## src/rtl/seq_div16_pkg.sv

```systemverilog
// Shared datapath definitions for the sequential restoring divider.
package seq_div16_pkg;

    localparam int unsigned DATA_W = 16;

    typedef enum logic [1:0] {
        IDLE = 2'd0,
        CALC = 2'd1,
        FIX  = 2'd2,
        DONE = 2'd3
    } state_t;

    // Quotient reported for a zero divisor.
    localparam logic [DATA_W-1:0] DIV_ZERO_Q = '1;

endpackage

```

## src/rtl/seq_div16_div_step.sv

```systemverilog
// One restoring-division iteration: shift in a dividend bit, trial-subtract the divisor.
module div_step #(
    parameter int unsigned WIDTH = 16
) (
    input  logic [WIDTH-1:0] rem_in,
    input  logic             bit_in,
    input  logic [WIDTH-1:0] dsr,
    output logic [WIDTH-1:0] rem_out,
    output logic             q_bit
);

    logic [WIDTH:0] shifted;

    // A non-negative WIDTH+1-bit difference means the divisor fits; the kept
    // remainder is then below the divisor, so WIDTH bits always suffice.
    always_comb begin
        shifted = {rem_in, bit_in};
        q_bit   = (shifted >= {1'b0, dsr});
        rem_out = q_bit ? (shifted[WIDTH-1:0] - dsr) : shifted[WIDTH-1:0];
    end

endmodule

```

## src/rtl/seq_div16.sv

```systemverilog
// Multi-cycle restoring divider, one quotient bit per cycle, signed or unsigned operands.
module seq_div16
    import seq_div16_pkg::*;
#(
    parameter int unsigned WIDTH = DATA_W
) (
    input  logic             clk,
    input  logic             rst,
    input  logic             start,
    input  logic             is_signed,
    input  logic [WIDTH-1:0] dividend,
    input  logic [WIDTH-1:0] divisor,
    output logic [WIDTH-1:0] quotient,
    output logic [WIDTH-1:0] remainder,
    output logic             busy,
    output logic             done,
    output logic             div_by_zero
);

    localparam int unsigned CNT_W = $clog2(WIDTH + 1);

    state_t             state_q, state_d;
    logic [CNT_W-1:0]   cnt_q, cnt_d;
    logic [WIDTH-1:0]   dvd_q, dvd_d;
    logic [WIDTH-1:0]   dsr_q, dsr_d;
    logic [WIDTH-1:0]   prem_q, prem_d;
    logic               qneg_q, qneg_d;
    logic               rneg_q, rneg_d;
    logic [WIDTH-1:0]   quotient_d, remainder_d;
    logic               busy_d, done_d, dbz_d;

    logic [WIDTH-1:0]   step_rem;
    logic               step_q;

    function automatic logic [WIDTH-1:0] neg(input logic [WIDTH-1:0] x);
        return (~x) + WIDTH'(1);
    endfunction

    // Two's-complement magnitude; -2^(WIDTH-1) maps onto itself read as unsigned.
    function automatic logic [WIDTH-1:0] mag(input logic [WIDTH-1:0] x, input logic sgn);
        return (sgn && x[WIDTH-1]) ? neg(x) : x;
    endfunction

    div_step #(
        .WIDTH (WIDTH)
    ) u_step (
        .rem_in  (prem_q),
        .bit_in  (dvd_q[WIDTH-1]),
        .dsr     (dsr_q),
        .rem_out (step_rem),
        .q_bit   (step_q)
    );

    // State and datapath registers
    always_ff @(posedge clk) begin
        if (rst) begin
            state_q     <= IDLE;
            cnt_q       <= '0;
            dvd_q       <= '0;
            dsr_q       <= '0;
            prem_q      <= '0;
            qneg_q      <= 1'b0;
            rneg_q      <= 1'b0;
            quotient    <= '0;
            remainder   <= '0;
            busy        <= 1'b0;
            done        <= 1'b0;
            div_by_zero <= 1'b0;
        end else begin
            state_q     <= state_d;
            cnt_q       <= cnt_d;
            dvd_q       <= dvd_d;
            dsr_q       <= dsr_d;
            prem_q      <= prem_d;
            qneg_q      <= qneg_d;
            rneg_q      <= rneg_d;
            quotient    <= quotient_d;
            remainder   <= remainder_d;
            busy        <= busy_d;
            done        <= done_d;
            div_by_zero <= dbz_d;
        end
    end

    // Next-state and next-output logic
    always_comb begin
        state_d     = state_q;
        cnt_d       = cnt_q;
        dvd_d       = dvd_q;
        dsr_d       = dsr_q;
        prem_d      = prem_q;
        qneg_d      = qneg_q;
        rneg_d      = rneg_q;
        quotient_d  = quotient;
        remainder_d = remainder;
        dbz_d       = div_by_zero;
        busy_d      = 1'b0;
        done_d      = 1'b0;

        unique case (state_q)
            IDLE: begin
                if (start) begin
                    busy_d = 1'b1;
                    if (divisor == '0) begin
                        // Package constant is all ones; replicate so any WIDTH stays all ones.
                        quotient_d  = {WIDTH{DIV_ZERO_Q[0]}};
                        remainder_d = dividend;
                        dbz_d       = 1'b1;
                        state_d     = DONE;
                    end else begin
                        dvd_d   = mag(dividend, is_signed);
                        dsr_d   = mag(divisor, is_signed);
                        qneg_d  = is_signed & (dividend[WIDTH-1] ^ divisor[WIDTH-1]);
                        rneg_d  = is_signed & dividend[WIDTH-1];
                        prem_d  = '0;
                        cnt_d   = CNT_W'(WIDTH);
                        state_d = CALC;
                    end
                end
            end
            CALC: begin
                busy_d = 1'b1;
                prem_d = step_rem;
                dvd_d  = {dvd_q[WIDTH-2:0], step_q};
                cnt_d  = cnt_q - CNT_W'(1);
                if (cnt_q == CNT_W'(1)) begin
                    state_d = FIX;
                end
            end
            FIX: begin
                busy_d      = 1'b1;
                quotient_d  = qneg_q ? neg(dvd_q) : dvd_q;
                remainder_d = rneg_q ? neg(prem_q) : prem_q;
                dbz_d       = 1'b0;
                state_d     = DONE;
            end
            DONE: begin
                busy_d  = 1'b1;
                done_d  = 1'b1;
                state_d = IDLE;
            end
            default: begin
                state_d = IDLE;
            end
        endcase
    end

endmodule
```

## config.mk

```make
export PLATFORM = sky130hd
export DESIGN_NAME = seq_div16
export DESIGN_NICKNAME = d
export VERILOG_FILES = /design/src/rtl/seq_div16_pkg.sv /design/src/rtl/seq_div16_div_step.sv /design/src/rtl/seq_div16.sv
export SDC_FILE = /design/constraint.sdc
export NUM_CORES = 1
export LEC_CHECK = 0
export CAP_MARGIN = 20
export CORE_ASPECT_RATIO = 1.5
export CORE_UTILIZATION = 40
export CTS_CLUSTER_DIAMETER = 40
export DETAILED_ROUTE_END_ITERATION = 7
export PLACE_DENSITY = 0.6
export SETUP_SLACK_MARGIN = 0.05
export SLEW_MARGIN = 20
export SYNTH_ARGS = -nofsm -noshare
export SYNTH_HDL_FRONTEND = slang
export SYNTH_HIERARCHICAL = 1
export SYNTH_SLANG_ARGS = --single-unit
```

## constraint.sdc

```tcl
create_clock -name clk -period 3.1 [get_ports clk]
set_input_delay 0.62 -clock clk [delete_from_list [all_inputs] [get_ports clk]]
set_output_delay 0.62 -clock clk [all_outputs]
set_load 0.05 [all_outputs]
```

==> flow_summary.yaml <==
grt:
  antenna_found_initial: 0
  global_route.usage.total_pct: 23.2
  grt_pass1_wl_um: 30100
  grt_overflow_total: 0
  number_of_global_route_vias_before_repair: 5870
  grt_max_degree: 36
clocking:
  cts_buffer_depth: 2
  post_cts.repair.setup_buffers: 0
  cts_hold_buffers: 0
  cts_tree: "yes"
  worst_setup_hold_path_clk_slew_ns: 0.07
  post_cts.resized_instances: 0
  clk_root_buffer_cell: "sky130_fd_sc_hd__clkbuf_16"
  cts_inserted_buffers: 9
  clock_sink_count: 92
  cts_htree_levels: 3
  clk-insertion-delay-late_ns: 0.34
synthesis:
  synth_ff_type: "sky130_fd_sc_hd__dfxtp_1"
  post_synth.cell_area_avg_sq_um: 8.22
  synthesis.instances: 764
  synthDistinctLibCells: 81
  asyncSetResetFlopFracSynth_pct: 0
  syn-num-nets: 828
  ys_ff_latch: 92
  synth-warning-count: 6
  netlist_area_sq_mm: 0.00628
  post_synth_edffs: 0
  synth_top_area_share_pct: 29.3
  synth-seq-area-share_pct: 29.3
  post-synth-top-area-cell: "sky130_fd_sc_hd__dfxtp_1"
  synth_top_cells_by_area: "sky130_fd_sc_hd__dfxtp_1 29%, sky130_fd_sc_hd__ha_1 5.4%, sky130_fd_sc_hd__xnor2_1 5.0%, sky130_fd_sc_hd__a21oi_1 4.7%, sky130_fd_sc_hd__nor2_1 4.1%"
placed_design:
  finalWeightedCongestion: 0.899
  port-buffer-count: 70
  dpl.cell_count: 1026
  detailed_place_hpwl_um: 14100
timing:
  layout_worst_path_cycle_share_pct: 92.1
  period_needed_ns: 2.85
  worst_case_clock_skew_ns: 0.0136
  actual_slew_at_the_worst_max_slew_pin_ns: 0.687
  totalNegativeSetupSlack_ns: 0
  setup-violations-final: 0
  slew_headroom_pct: 54.2
  timing_max_transition_violations_final: 0
  fmax_ghz: 0.350
  setup_repair_after_global_routing_missed_its_margin: "false"
  finalHoldViolations: 0
routing:
  drt_iter0_drc: 233
  routed.top_layer: "met4"
  avgViaCountPerCell: 5.65
  dr_wl_met2_um: 9930
  route.vias.total: 5891
  wirelength_um: 18300
  mean_routed_wirelength_per_cell_um: 17.5
  wirelength_met1_um: 7270
  total_drc_errors_in_the_routed_layout: 0
  drt.antenna.violating_nets: 0
  met3RoutedLength_um: 430
  drt_pass1_iterations: 5
floorplanning:
  die-width_um: 104
  initial_core_util_pct: 41.3
  placeableCoreArea_sq_mm: 0.0152
  die_height_um: 155
  dieArea_sq_mm: 0.0162
  ios: 71
  fp-row-count: 55
setup_path:
  cp.required_ns: 3.38
  crit_path_start_kind: "input pin"
  worstSetupPathType: "input pin to flop"
  critical_path.max_fanout: 5
  path_buf_inv: 3
  worst_path_max_delay_cell: "sky130_fd_sc_hd__or4_1"
  critPathCaptureType: "flop"
  crit_path_max_cell_delay_ns: 0.58
  critPathTopFamily: "simple AND/OR/NAND/NOR gates"
  crit_path_cell_trace: "clkdlybuf4s50_1, inv_1, ha_1, or4b_1, or4_1, nor4_2, buf_4, and2b_1, a221o_1"
  crit_arrival_ns: 3.13
cells_and_area:
  final_core_utilization_pct: 50.8
  number_of_standard_cells_in_the_final_layout_excluding_fillers: 1042
  fillerInstances: 1475
  final_layout_size_suffix_gt1_share_pct: 12.2
  antennaDiodeCount: 0
  layout-area-overhead-vs-synth_pct: 23.1
  num-nets-final: 902
pwr:
  power_leakage_nw: 2.92
  ir_drop_uv: 324
  power.density_cell_area_mw_per_mm2: 780
run_status:
  outcome: "finished, final reports clean"
flow_run:
  max_cap_viol_count: 0
worst_hold_path:
  hp-class: "flop to flop"
synthesized netlist by cell type, types with 5 or more instances:
library cell and count:
sky130_fd_sc_hd__dfxtp_1 92, sky130_fd_sc_hd__o211ai_1 6, sky130_fd_sc_hd__o21ai_0 24, sky130_fd_sc_hd__nand3_1 26, sky130_fd_sc_hd__a211oi_2 5, sky130_fd_sc_hd__a221o_1 6
sky130_fd_sc_hd__xnor2_1 36, sky130_fd_sc_hd__a211oi_1 26, sky130_fd_sc_hd__nor3_1 10, sky130_fd_sc_hd__and3_1 5, sky130_fd_sc_hd__buf_1 6, sky130_fd_sc_hd__mux2i_1 14
sky130_fd_sc_hd__or4_1 8, sky130_fd_sc_hd__a31oi_1 7, sky130_fd_sc_hd__o21bai_1 5, sky130_fd_sc_hd__or3_1 6, sky130_fd_sc_hd__nor2_1 69, sky130_fd_sc_hd__nand4_1 5
sky130_fd_sc_hd__and2_1 6, sky130_fd_sc_hd__nor2b_1 10, sky130_fd_sc_hd__xor2_1 28, sky130_fd_sc_hd__inv_1 41, sky130_fd_sc_hd__buf_6 5, sky130_fd_sc_hd__clkbuf_1 34
sky130_fd_sc_hd__nand2_1 65, sky130_fd_sc_hd__mux2_4 8, sky130_fd_sc_hd__o41ai_1 14, sky130_fd_sc_hd__a311oi_1 7, sky130_fd_sc_hd__o31ai_1 11, sky130_fd_sc_hd__a222oi_1 5
sky130_fd_sc_hd__ha_1 27, sky130_fd_sc_hd__a21oi_1 59, sky130_fd_sc_hd__or2_2 5, sky130_fd_sc_hd__a22oi_1 6
sequential cells by signal (all words and copies together), names as in the netlist, 2 cells and up:
register and flops:
dsr_q 16, dvd_q 16, prem_q 16, quotient 16
remainder 16, cnt_q 5, state_q 2
worst paths after layout:
path | startpoint | end | slack (ns) | depth (start not counted)
setup / recovery | divisor[0] | remainder[4]$_SDFFE_PP0P_ | 0.25 | 9
setup reg to reg | dvd_q[15]$_SDFFE_PP0P_ | prem_q[14]$_SDFFE_PP0P_ | 0.37 | 10
hold reg to reg | cnt_q[1]$_SDFFE_PP0P_ | cnt_q[1]$_SDFFE_PP0P_ | 0.48 | 2
hold / removal | cnt_q[1]$_SDFFE_PP0P_ | cnt_q[1]$_SDFFE_PP0P_ | 0.48 | 2
power by group:
| part | switching [W] | total (W) | internal, W |
|---|---|---|---|
| clock | 0.000490 | 0.00128 | 0.000791 |
| sequential | 0.000220 | 0.00162 | 0.00140 |
| combinational | 0.00182 | 0.00313 | 0.00131 |
through the flow:
stage | area, sq um | total power (W) | hold WS [ns] | setup slack [ns]
after floorplan | 6280 | 0.00394 | 0.440 | 0.347
after global placement | 7380 | 0.00469 | 0.473 | -0.0409
after detailed placement | 7380 | 0.00476 | 0.473 | -0.0906
after CTS | 7720 | 0.00605 | 0.484 | 0.242
after global routing | 7730 | 0.00644 | 0.523 | 0.143
final | 7730 | 0.00603 | 0.484 | 0.245
worst register-to-register path, delay by kind of cell, from the launching register on:
kind                       cells  cell delay (ns)
DFF                            1             0.38
AOI/OAI and AO/OA              5             1.14
and+or+nand+nor                2             0.35
adders and majority gates      2             0.67
buffers and inverters          1             0.11
layer usage:
layer / up-vias / GRT usage, %
li1: 2920 / -
met1: 2819 / 25.1
met2: 115 / 44.6
met3: 37 / 2.43
met4: 0 / 11.0
met5: - / 0
final cells by class:
type	count	area [sq um]	share of cell area (%)
repair buffers	114	1100	14.2
multi-input cells	579	4040	52.2
clock buffers	10	229	2.96
inverters	42	160	2.07
flip-flops and latches	92	1840	23.8
well taps	199	249	3.22
clock inverters	6	111	1.44
kinds of logic (layout without fill, tap and decap cells):
group / count (synthesis) / count (layout) / synth area share, %
muxes: 26 / 26 / 4.86
buffers and inverters: 93 / 172 / 6.60
and+or+nand+nor: 244 / 244 / 19.4
adders and majority gates: 28 / 28 / 5.70
DFF: 92 / 92 / 29.3
AOI/OAI and AO/OA: 217 / 217 / 25.2
xor gates and xnor gates: 64 / 64 / 8.93
placed cells by master, fill, tap and decap left out, types with 5 or more instances in the layout:
| master | n |
|---|---|
| sky130_fd_sc_hd__a211oi_1 | 26 |
| sky130_fd_sc_hd__a211oi_2 | 5 |
| sky130_fd_sc_hd__a21oi_1 | 59 |
| sky130_fd_sc_hd__a221o_1 | 6 |
| sky130_fd_sc_hd__a222oi_1 | 5 |
| sky130_fd_sc_hd__a22oi_1 | 6 |
| sky130_fd_sc_hd__a311oi_1 | 7 |
| sky130_fd_sc_hd__a31oi_1 | 7 |
| sky130_fd_sc_hd__and2_1 | 6 |
| sky130_fd_sc_hd__and3_1 | 5 |
| sky130_fd_sc_hd__buf_12 | 6 |
| sky130_fd_sc_hd__buf_4 | 38 |
| sky130_fd_sc_hd__clkbuf_16 | 9 |
| sky130_fd_sc_hd__clkdlybuf4s50_1 | 69 |
| sky130_fd_sc_hd__dfxtp_1 | 92 |
| sky130_fd_sc_hd__ha_1 | 26 |
| sky130_fd_sc_hd__inv_1 | 41 |
| sky130_fd_sc_hd__mux2_4 | 8 |
| sky130_fd_sc_hd__mux2i_1 | 14 |
| sky130_fd_sc_hd__nand2_1 | 65 |
| sky130_fd_sc_hd__nand3_1 | 26 |
| sky130_fd_sc_hd__nand4_1 | 5 |
| sky130_fd_sc_hd__nor2_1 | 68 |
| sky130_fd_sc_hd__nor2b_1 | 10 |
| sky130_fd_sc_hd__nor3_1 | 10 |
| sky130_fd_sc_hd__o211ai_1 | 6 |
| sky130_fd_sc_hd__o21ai_0 | 24 |
| sky130_fd_sc_hd__o21bai_1 | 5 |
| sky130_fd_sc_hd__o31ai_1 | 11 |
| sky130_fd_sc_hd__o41ai_1 | 14 |
| sky130_fd_sc_hd__or2_2 | 5 |
| sky130_fd_sc_hd__or3_1 | 6 |
| sky130_fd_sc_hd__or4_1 | 8 |
| sky130_fd_sc_hd__xnor2_1 | 36 |
| sky130_fd_sc_hd__xor2_1 | 28 |
Note: power is estimated with default switching activity, not from simulation.
